--- config.mk ---
export PLATFORM = sky130hd
export DESIGN_NAME = button_filter_flat
export DESIGN_NICKNAME = d
export VERILOG_FILES = /design/src/rtl/button_filter_pkg.sv /design/src/rtl/button_filter_if.sv /design/src/rtl/tick_gen.sv /design/src/rtl/button_filter.sv /design/src/flat_wrapper.sv
export SDC_FILE = /design/constraint.sdc
export NUM_CORES = 1
export LEC_CHECK = 0
export BUFFER_PORTS_ARGS = -buffer_cell sky130_fd_sc_hd__buf_2
export CORE_ASPECT_RATIO = 0.8
export CORE_MARGIN = 2
export CORE_UTILIZATION = 44
export CTS_BUF_LIST = sky130_fd_sc_hd__clkbuf_16
export DETAILED_ROUTE_END_ITERATION = 8
export GPL_TIMING_DRIVEN = 1
export PLACE_DENSITY = 0.65
export SLEW_MARGIN = 20
export SYNTH_ARGS = -nofsm -noshare
export SYNTH_HDL_FRONTEND = slang
export SYNTH_SLANG_ARGS = --single-unit
--- constraint.sdc ---
create_clock -name clk -period 2.95 [get_ports clk]
set_clock_uncertainty 0.2 [all_clocks]
set_input_delay 0.295 -clock clk [delete_from_list [all_inputs] [get_ports clk]]
set_output_delay 0.295 -clock clk [all_outputs]
set_load 0.02 [all_outputs]
--- src/rtl/button_filter_pkg.sv ---
// rtl/button_filter_pkg.sv - shared constants and helpers for the key input filter
package button_filter_pkg;

  localparam int BTN_CLK_DIV    = 50000;
  localparam int BTN_STABLE_CNT = 8;

  // Small values that keep simulation runs short.
  localparam int SIM_CLK_DIV    = 4;
  localparam int SIM_STABLE_CNT = 3;

  // A counter over 0..n-1 needs $clog2(n) bits, but never fewer than one.
  function automatic int cnt_width(input int n);
    return (n < 2) ? 1 : $clog2(n);
  endfunction

endpackage

--- src/rtl/button_filter_if.sv ---
// rtl/button_filter_if.sv - raw key input and filtered level/change outputs
interface button_filter_if;
  logic btn_raw;
  logic btn_level;
  logic changed;

  modport master (output btn_raw, input btn_level, input changed);
  modport slave  (input btn_raw, output btn_level, output changed);
endinterface

--- src/rtl/tick_gen.sv ---
// rtl/tick_gen.sv - free-running prescaler, one-cycle tick every CLK_DIV clocks
module tick_gen
  import button_filter_pkg::*;
#(
  parameter int CLK_DIV = BTN_CLK_DIV
) (
  input  logic clk,
  input  logic reset,
  output logic tick
);

  localparam int             W    = cnt_width(CLK_DIV);
  localparam logic [W-1:0]   LAST = W'(CLK_DIV - 1);

  logic [W-1:0] count;

  always_ff @(posedge clk or posedge reset) begin
    if (reset) begin
      count <= '0;
    end else if (tick) begin
      count <= '0;
    end else begin
      count <= count + 1'b1;
    end
  end

  assign tick = (count == LAST);

endmodule

--- src/rtl/button_filter.sv ---
// rtl/button_filter.sv - synchronise, tick-sample and qualify a bouncy key input
module button_filter
  import button_filter_pkg::*;
#(
  parameter int CLK_DIV    = BTN_CLK_DIV,
  parameter int STABLE_CNT = BTN_STABLE_CNT,
  parameter int ACTIVE_LOW = 1
) (
  input logic            clk,
  input logic            reset,
  button_filter_if.slave bus
);

  localparam int           SW       = cnt_width(STABLE_CNT);
  localparam logic [SW-1:0] CNT_LAST = SW'(STABLE_CNT - 1);
  localparam logic         POLARITY = (ACTIVE_LOW != 0);

  logic          in_bit;
  logic          sync_q1;
  logic          sync_q2;
  logic          tick;
  logic          level_q;
  logic          changed_q;
  logic [SW-1:0] stable_cnt;

  assign in_bit = bus.btn_raw ^ POLARITY;

  tick_gen #(.CLK_DIV(CLK_DIV)) u_tick_gen (
    .clk   (clk),
    .reset (reset),
    .tick  (tick)
  );

  always_ff @(posedge clk or posedge reset) begin
    if (reset) begin
      sync_q1 <= 1'b0;
      sync_q2 <= 1'b0;
    end else begin
      sync_q1 <= in_bit;
      sync_q2 <= sync_q1;
    end
  end

  // Any tick sample that agrees with the current level cancels progress.
  always_ff @(posedge clk or posedge reset) begin
    if (reset) begin
      level_q    <= 1'b0;
      changed_q  <= 1'b0;
      stable_cnt <= '0;
    end else begin
      changed_q <= 1'b0;
      if (tick) begin
        if (sync_q2 == level_q) begin
          stable_cnt <= '0;
        end else if (stable_cnt == CNT_LAST) begin
          level_q    <= sync_q2;
          stable_cnt <= '0;
          changed_q  <= 1'b1;
        end else begin
          stable_cnt <= stable_cnt + 1'b1;
        end
      end
    end
  end

  assign bus.btn_level = level_q;
  assign bus.changed   = changed_q;

endmodule

--- src/flat_wrapper.sv ---
// flat-port wrapper written by rule: the top's interface ports become plain ports
module button_filter_flat import button_filter_pkg::*;
#(
  parameter int CLK_DIV    = BTN_CLK_DIV,
  parameter int STABLE_CNT = BTN_STABLE_CNT,
  parameter int ACTIVE_LOW = 1
)
  (clk, reset, bus_btn_raw, bus_btn_level, bus_changed);
  button_filter_if bus_i ();
  input logic clk;
  input logic reset;
  input wire logic [$bits(bus_i.btn_raw)-1:0] bus_btn_raw;
  output wire logic [$bits(bus_i.btn_level)-1:0] bus_btn_level;
  output wire logic [$bits(bus_i.changed)-1:0] bus_changed;
  assign bus_i.btn_raw = bus_btn_raw;
  assign bus_btn_level = bus_i.btn_level;
  assign bus_changed = bus_i.changed;
  button_filter #(.CLK_DIV(CLK_DIV), .STABLE_CNT(STABLE_CNT), .ACTIVE_LOW(ACTIVE_LOW)) u_core (.clk(clk), .reset(reset), .bus(bus_i));
endmodule
== Yosys cells after proc, flatten, opt, wreduce, memory -nomap -nowiden ==
Cells that the tools add are included.

* Flip-flop bits (word level): 23
* Input port bits: 3
* Output and inout port bits: 2
* Logic and storage cells: 20

* Add/sub/neg operators: 2
* Equality and inequality tests: 3
* Multiplexer cells: 6
* Bitwise logic cells: 2
* Reductions and logical operators: 1

{| class="wikitable"
|+ Operator list
! kind !! number
|-
| 16-bit by 1-bit adder with 16-bit output, second input constant || 1
|-
| 16-bit == test, second input constant || 1
|-
| 16-bit 2-to-1 mux || 1
|-
| 3-bit 2-to-1 mux || 2
|-
| 3-bit by 1-bit adder with 3-bit output, second input constant || 1
|-
| 3-bit == test, second input constant || 1
|-
| 1-bit 2-to-1 mux || 3
|-
| 3-bit AND reduction || 1
|-
| 1-bit inverter || 2
|-
| 1-bit == test || 1
|}

== Longest topological paths before layout ==
Gate-level depths: netlist of run 1.

* Depth in word-level cells: 4
* Mapped depth: 5
* Depth with buffers taken out: 5

== By module ==
From an unflattened synthesis of run 1, not the netlist that was laid out.

* Cell total of the unflattened synthesis: 92
* Area, all modules: 1038.5 um^2

{| class="wikitable"
|+ Modules (own cells, without submodules)
! module !! times used !! cells each !! area each (um^2) !! seq. area each (um^2)
|-
| tick_gen || 1 || 68 || 757.0 || 400.4
|-
| button_filter || 1 || 24 || 281.5 || 175.2
|}

== Worst setup path after synthesis of run 1 ==
Ideal clock, no wire load.

* Kind: register to register
* Start point: register u_core.u_tick_gen.count[10]
* End point: register u_core.level_q, in the netlist u_core.bus.btn_level
* Library setup time: 125 ps
* Arrival time: 1593 ps
* Required time: 2625 ps
* Setup slack: 1032 ps
* Stages on the path, launching flop included: 5
* Path buffers: 0
* Period minus slack after synthesis: 1918 ps
* Path through: dfrtp_1 > or4_4 > nor4_4 > nand2_2 > mux2_4

* Word-level cells in the longest chain between the ends: 2

{| class="wikitable"
|+ Ends and longest elaborated chain
! what !! line !! text
|-
| start, declared || tick_gen.sv:15 || <nowiki>logic [W-1:0] count;</nowiki>
|-
| start signal, assigned || tick_gen.sv:23 || <nowiki>count <= count + 1'b1;</nowiki>
|-
| 16-bit == test || tick_gen.sv:27 || <nowiki>assign tick = (count == LAST);</nowiki>
|-
| 3-bit AND reduction (no line) || -- ||
|-
| end signal, assigned || button_filter.sv:56 || <nowiki>level_q <= sync_q2;</nowiki>
|-
| end, declared || button_filter.sv:22 || <nowiki>logic level_q;</nowiki>
|}

No other way between the ends.
A chain may end at the register's enable or synchronous reset.

== Worst setup path in the final report of run 1 ==
* Start point: register u_core.u_tick_gen.count[10]
* End point: register u_core.u_tick_gen.count[9]

* Word-level cells in the longest chain between the ends: 2

{| class="wikitable"
|+ Ends and longest elaborated chain
! what !! line !! text
|-
| 16-bit == test || tick_gen.sv:27 ||
|-
| 16-bit 2-to-1 mux || tick_gen.sv:20 || <nowiki>end else if (tick) begin</nowiki>
|}

No other way between the ends.

==> flow_summary_export.csv, run 1 <==
group,metric,value,unit
setup_path,cp_num_cells,5,
grt,antenna_found_initial,0,
setup_path,critical_path.max_stage_delay,0.56,ns
finish,antenna_cells,0,
routing,route.vias.total,743,
run,drv_cap,0,
routing,ant_nets,0,
cts,worstSkewPairLatency,0.25,ns
floorplanning,die_w,59.6,um
finish,nets,117,
outcome,violations,"hold timing",
setup_path,end_kind,"flip-flop",
floorplanning,die_h,48.5,um
sta,worst_pin_slew,0.815,ns
cts,cts_buffer_depth,2,
power_and_ir_drop,leakagePower,0.559,nW
placed_design,portBuffers,4,
finish,final_common_cell,"dfrtp_1",
logic_synthesis,synth_top_cell_by_area,"dfrtp_1",
power_and_ir_drop,p_per_area,495,nW/um2
logic_synthesis,syn_area,1090,um2
logic_synthesis,synth-seq-cells,23,
routing,avgRoutedWirePerCell,13.2,um
setup_path,slowest_stage,"or4_4",
cts,cts_max_level,1,
sta,hold_viol,23,
sta,setup_viol,0,
floorplanning,core,2400,um2
setup_path,r2r-end,"u_core.u_tick_gen.count[9]$_DFF_PP0_",
setup_path,reg2reg_setup_slack,0.70,ns
finish,layout_common_cells,"23 x dfrtp_1, 11 x nor2_1, 9 x nand3_1",
logic_synthesis,synth_warnings,0,
setup_path,r2r_start,"u_core.u_tick_gen.count[10]$_DFF_PP0_",
sta,period_share,76.3,%
finish,drive_gt1_share,10.9,%
min_path,hold_class,"input pin to async pin",
setup_path,crit_buf_inv,1,
cts,holdBufCountCts,1,
setup_path,crit_family,"simple AND/OR/NAND/NOR gates",
setup_path,worst-setup-path-type,"flip-flop to flip-flop",
power_and_ir_drop,ir_drop,0.311,mV
sta,fin_crit,2.25,ns
setup_path,rr_worst_depth,5,
grt,grt_max_degree,24,
outcome,status,"complete, but fails checks",
logic_synthesis,synth.area.top_cells,"dfrtp_1 53%, xnor2_1 5.6%, xor2_1 5.6%, nand3_1 4.1%, nor2_1 3.8%",
setup_path,worst-endpoint-arrival,2.19,ns
finish,utilization,51.3,%
floorplanning,start_util,45.3,%
floorplanning,die-area,2890,um2
sta,max_freq,444,MHz
routing,drc_errors,0,
sta,rsz0062_at_grt,"no",
logic_synthesis,ys_types,24,
grt,grt_use_total,15.7,%
grt,grt_pass1_vias,696,
setup_path,crit_required,2.89,ns
cts,post_cts_buffers,0,
routing,routed_wl,1810,um
setup_path,crit_chain,"or4_4, nor4_4, buf_4, o21ai_0, a22o_1",
cts,cts_tree,"done",
grt,grt_pass1_wl,3370,um
cts,ctsResizeCount,0,
logic_synthesis,netlist_instances,101,
cts,cts_made_buffers,3,
grt,globalRouteOverflowTotal,0,
setup_path,critPathLaunchType,"flip-flop",
placed_design,gp_congestion,0.752,
floorplanning,io_pins,5,
sta,slew_violations,0,
finish,area_delta_synth_final,13.3,%
logic_synthesis,yosysSeqAreaShare,52.9,%
placed_design,dp_hpwl,1360,um
routing,dr.pass1.iters,4,
logic_synthesis,avgSynthCellArea,10.8,um2
sta,worst_hold_slack,-0.00593,ns
floorplanning,rows,16,
logic_synthesis,syn_nets,107,
setup_path,path_max_fanout,9,
logic_synthesis,synth_top_area_share,52.9,%
routing,drt_iter0_drc,30,
sta,slew_headroom,45.6,%
routing,routed_via_density,5.42,
cts,clkSinkCount,23,
cts,root_buffer,"clkbuf_16",
cts,clk_pin_slew,0.06,ns
sta,tns,0,ns
==> cell usage after synthesis (all sizes together) <==
| cell type | number |
|---|---|
| a22o | 1 |
| and3 | 2 |
| and4 | 1 |
| buf | 1 |
| dfrtp | 23 |
| ha | 3 |
| inv | 6 |
| mux2 | 1 |
| nand2 | 5 |
| nand2b | 1 |
| nand3 | 9 |
| nand4 | 4 |
| nand4b | 1 |
| nand4bb | 2 |
| nor2 | 11 |
| nor2b | 2 |
| nor3 | 5 |
| nor4 | 4 |
| o21ai | 4 |
| or4 | 1 |
| xnor2 | 7 |
| xor2 | 7 |
==> how the worst max path moves through the flow <==
stage                                                from                              endpoint
finish              u_core.u_tick_gen.count[10]$_DFF_PP0_  u_core.u_tick_gen.count[9]$_DFF_PP0_
global route         u_core.u_tick_gen.count[0]$_DFF_PP0_  u_core.u_tick_gen.count[9]$_DFF_PP0_
floorplan           u_core.u_tick_gen.count[10]$_DFF_PP0_      u_core.bus.btn_level$_DFFE_PP0P_
global placement    u_core.u_tick_gen.count[10]$_DFF_PP0_  u_core.u_tick_gen.count[9]$_DFF_PP0_
detailed placement  u_core.u_tick_gen.count[10]$_DFF_PP0_  u_core.u_tick_gen.count[9]$_DFF_PP0_
CTS                 u_core.u_tick_gen.count[10]$_DFF_PP0_  u_core.u_tick_gen.count[9]$_DFF_PP0_
==> cell families (layout without fill, tap and decap cells) <==
group | count (synthesis) | after routing | synth area share [%]
adder cells (fa/ha/maj) | 3 | 3 | 3.45
buffers and inverters | 7 | 16 | 2.53
multiplexers | 1 | 1 | 1.38
AND/OR/NAND/NOR | 48 | 48 | 25.8
XOR/XNOR | 14 | 14 | 11.3
AO/OA/AOI/OAI | 5 | 5 | 2.65
flip-flops | 23 | 23 | 52.9
==> metal layers <==
| layer | vias to the layer above | share of wire, % | track usage [%] |
|---|---|---|---|
| li1 | 372 | - | - |
| met1 | 359 | 52 | 23.6 |
| met2 | 8 | 44 | 21.4 |
| met3 | 4 | 3.0 | 5.61 |
| met4 | 0 | 1.4 | 4.44 |
| met5 | - | 0 | 0 |
==> report_power, final <==
group	internal (mW)	switching, mW	total (mW)
combinational	0.00223	0.00680	0.00903
sequential	0.317	0.000546	0.318
clock	0.181	0.103	0.283
total	0.500	0.110	0.610
==> cell type report <==
| cell class | count | area, um2 |
|---|---|---|
| clock buffers | 3 | 75.1 |
| clock inverters | 1 | 3.75 |
| fillers | 232 | 1170 |
| inverters | 6 | 22.5 |
| multi-input cells | 71 | 484 |
| flip-flops and latches | 23 | 576 |
| well taps | 27 | 33.8 |
| repair buffers | 6 | 37.5 |
==> state kept, by name (all words and copies together) (netlist names) <==
| register | cells |
|---|---|
| u_core.u_tick_gen.count | 16 |
| u_core.sync_q1 | 1 |
| u_core.bus.btn_level | 1 |
| u_core.stable_cnt | 3 |
| u_core.bus.changed | 1 |
| u_core.sync_q2 | 1 |
==> per-stage QoR <==
step	instances	cell area, um2	setup WS [ns]	hold WS, ns	power (mW)
after global placement	132	1140	0.786	0.132	0.332
after global routing	137	1230	0.596	0.106	0.640
after CTS	137	1230	0.677	0.0428	0.620
final	137	1230	0.698	-0.00593	0.610
after detailed placement	132	1140	0.687	0.140	0.332
after floorplan	101	1090	1.03	0.0969	0.329
(Power assumes the default switching activity.)
==> inputs of run 2 (changes only) <==
clock period = 2.2 ns   (was 2.95 ns; I/O delays follow)
==> run 2 against run 1 <==
Net effect: the flow now finishes without violations; fmax grew 13%; cell count up 2.2%; worst hold slack better by 0.15 ns; largest cell class unchanged; highest routed layer unchanged.
==> flow_summary_export.csv, run 2 (same netlist as run 1, synthesis figures left out) <==
group,metric,value,unit
outcome,status,"finished clean",
min_path,hold_class,"flip-flop to flip-flop",
cts,worstSkewPairLatency,0.25,ns
setup_path,worst-setup-path-type,"flip-flop to flip-flop",
finish,largest_register_ffs,16,
finish,drive_gt1_share,13.3,%
sta,hold_viol,0,
sta,slew_headroom,69.9,%
routing,top_layer,"met4",
placed_design,gp_congestion,0.795,
power_and_ir_drop,leakagePower,0.572,nW
finish,utilization,52.4,%
routing,wl_met2,788,um
power_and_ir_drop,finalPower,0.829,mW
setup_path,end_kind,"flip-flop",
grt,antenna_found_initial,0,
sta,slew_violations,0,
setup_path,crit_chain,"or4_4, nor4_4, nand2_2, mux2_4",
floorplanning,die-area,2890,um2
finish,top_register,"u_core.u_tick_gen.count",
floorplanning,io_pins,5,
cts,clkSinkCount,23,
cts,clk_pin_slew,0.06,ns
grt,globalRouteOverflowTotal,0,
grt,grt_pass1_wl,3450,um
sta,tns,0,ns
routing,dr.pass1.iters,4,
setup_path,crit_buf_inv,0,
sta,setup_viol,0,
cts,cts_max_level,1,
floorplanning,rows,16,
routing,route.vias.total,761,
sta,max_freq,500,MHz
floorplanning,die_w,59.6,um
routing,routed_wl,1940,um
finish,antenna_cells,0,
floorplanning,core,2400,um2
run,drv_cap,0,
setup_path,critPathLaunchType,"flip-flop",
sta,worst_pin_slew,0.450,ns
setup_path,cp_num_cells,4,
finish,layout_common_cells,"23 x dfrtp_1, 11 x nor2_1, 9 x nand3_1, 7 x xnor2_1, 7 x xor2_1",
routing,routed_via_density,5.44,
finish,nets,120,
finish,reg_top3,"u_core.u_tick_gen.count: 16 flops, u_core.stable_cnt: 3 flops",
finish,multi_input_area,484,um2
setup_path,path_max_fanout,7,
sta,fin_crit,2.00,ns
setup_path,critical_path.max_stage_delay,0.56,ns
floorplanning,start_util,45.3,%
setup_path,slowest_stage,"or4_4",
finish,final_common_cell,"dfrtp_1",
cts,cts_tree,"done",
routing,wl_met1,1050,um
grt,grt_use_total,15.8,%
routing,ant_nets,0,
sta,finalWorstSetupSlack,0.198,ns
setup_path,crit_family,"simple AND/OR/NAND/NOR gates",
routing,wl_met3,81,um
routing,drt_iter0_drc,20,
power_and_ir_drop,p_per_area,658,nW/um2
finish,area_delta_synth_final,15.8,%
placed_design,portBuffers,4,
sta,rsz0062_at_grt,"no",
grt,grt_max_degree,14,
sta,period_share,91.0,%
setup_path,crit_required,2.14,ns
finish,seq_area,576,um2
grt,grt_pass1_vias,717,
placed_design,preCtsSetupSlack,0.232,ns
setup_path,rr_worst_depth,4,
floorplanning,die_h,48.5,um
min_path,holdPathStages,0,
cts,cts_made_buffers,3,
routing,avgRoutedWirePerCell,13.9,um
cts,cts_buffer_depth,2,
cts,root_buffer,"clkbuf_16",
placed_design,dp_hpwl,1390,um
power_and_ir_drop,ir_drop,0.452,mV
routing,drc_errors,0,
finish,n_fill_cell,217,
setup_path,worst-endpoint-arrival,1.94,ns
==> run 2: changes by cell type in the layout (fill, tap and decap cells not counted) <==
cell,delta
buf_4,+2
clkinv_2,+1
dlygate4sd3_1,+1
inv_1,-1
==> run 2: path summary, 6_finish.rpt <==
kind                                                        endpoint  slack [ns]                                  start
worst max register to register      u_core.bus.btn_level$_DFFE_PP0P_        0.20  u_core.u_tick_gen.count[10]$_DFF_PP0_
max in group asynchronous       u_core.u_tick_gen.count[3]$_DFF_PP0_        0.95                                  reset
worst min register to register              u_core.sync_q2$_DFF_PP0_        0.15               u_core.sync_q1$_DFF_PP0_
worst min-delay path                        u_core.sync_q2$_DFF_PP0_        0.15               u_core.sync_q1$_DFF_PP0_
worst max-delay path                u_core.bus.btn_level$_DFFE_PP0P_        0.20  u_core.u_tick_gen.count[10]$_DFF_PP0_
min in group asynchronous       u_core.u_tick_gen.count[9]$_DFF_PP0_        0.31                                  reset
==> run 2: area by class of cell <==
type,count,share of cell area (%)
clock buffers,3,5.96
multi-input cells,71,38.5
flip-flops and latches,23,45.7
inverters,6,1.79
well taps,27,2.68
clock inverters,1,0.398
repair buffers,9,4.97
==> run 2: power by group <==
group | leakage, nW | total [mW] | internal, mW | switching (mW)
Sequential | 0.302 | 0.426 | 0.425 | 0.000793
Clock | 0.0409 | 0.387 | 0.244 | 0.143
Combinational | 0.228 | 0.0157 | 0.00532 | 0.0104
==> run 2: what timing repair did <==
| item | CTS | global route |
|---|---|---|
| hold buffers | 2 | 0 |
| gates resized for setup | 0 | 0 |
| hold endpoints to repair | 12 | 0 |
| setup endpoints to repair | 0 | 0 |
| buffers inserted | 0 | 0 |
==> run 2: metal layers <==
| layer | GRT usage (%) | vias to the layer above |
|---|---|---|
| met2 | 19.4 | 19 |
| met3 | 5.88 | 4 |
| met1 | 25.6 | 360 |
| met5 | 0 | - |
| met4 | 4.07 | 0 |
| li1 | - | 378 |
==> run 2: metrics by stage <==
step / cell area, um2 / hold slack (ns) / std cells
after detailed placement: 1160 / 0.0439 / 134
after floorplan: 1090 / 0.0219 / 101
after global routing: 1260 / 0.154 / 140
after CTS: 1260 / 0.151 / 140
final: 1260 / 0.148 / 140
after global placement: 1160 / 0.0332 / 134
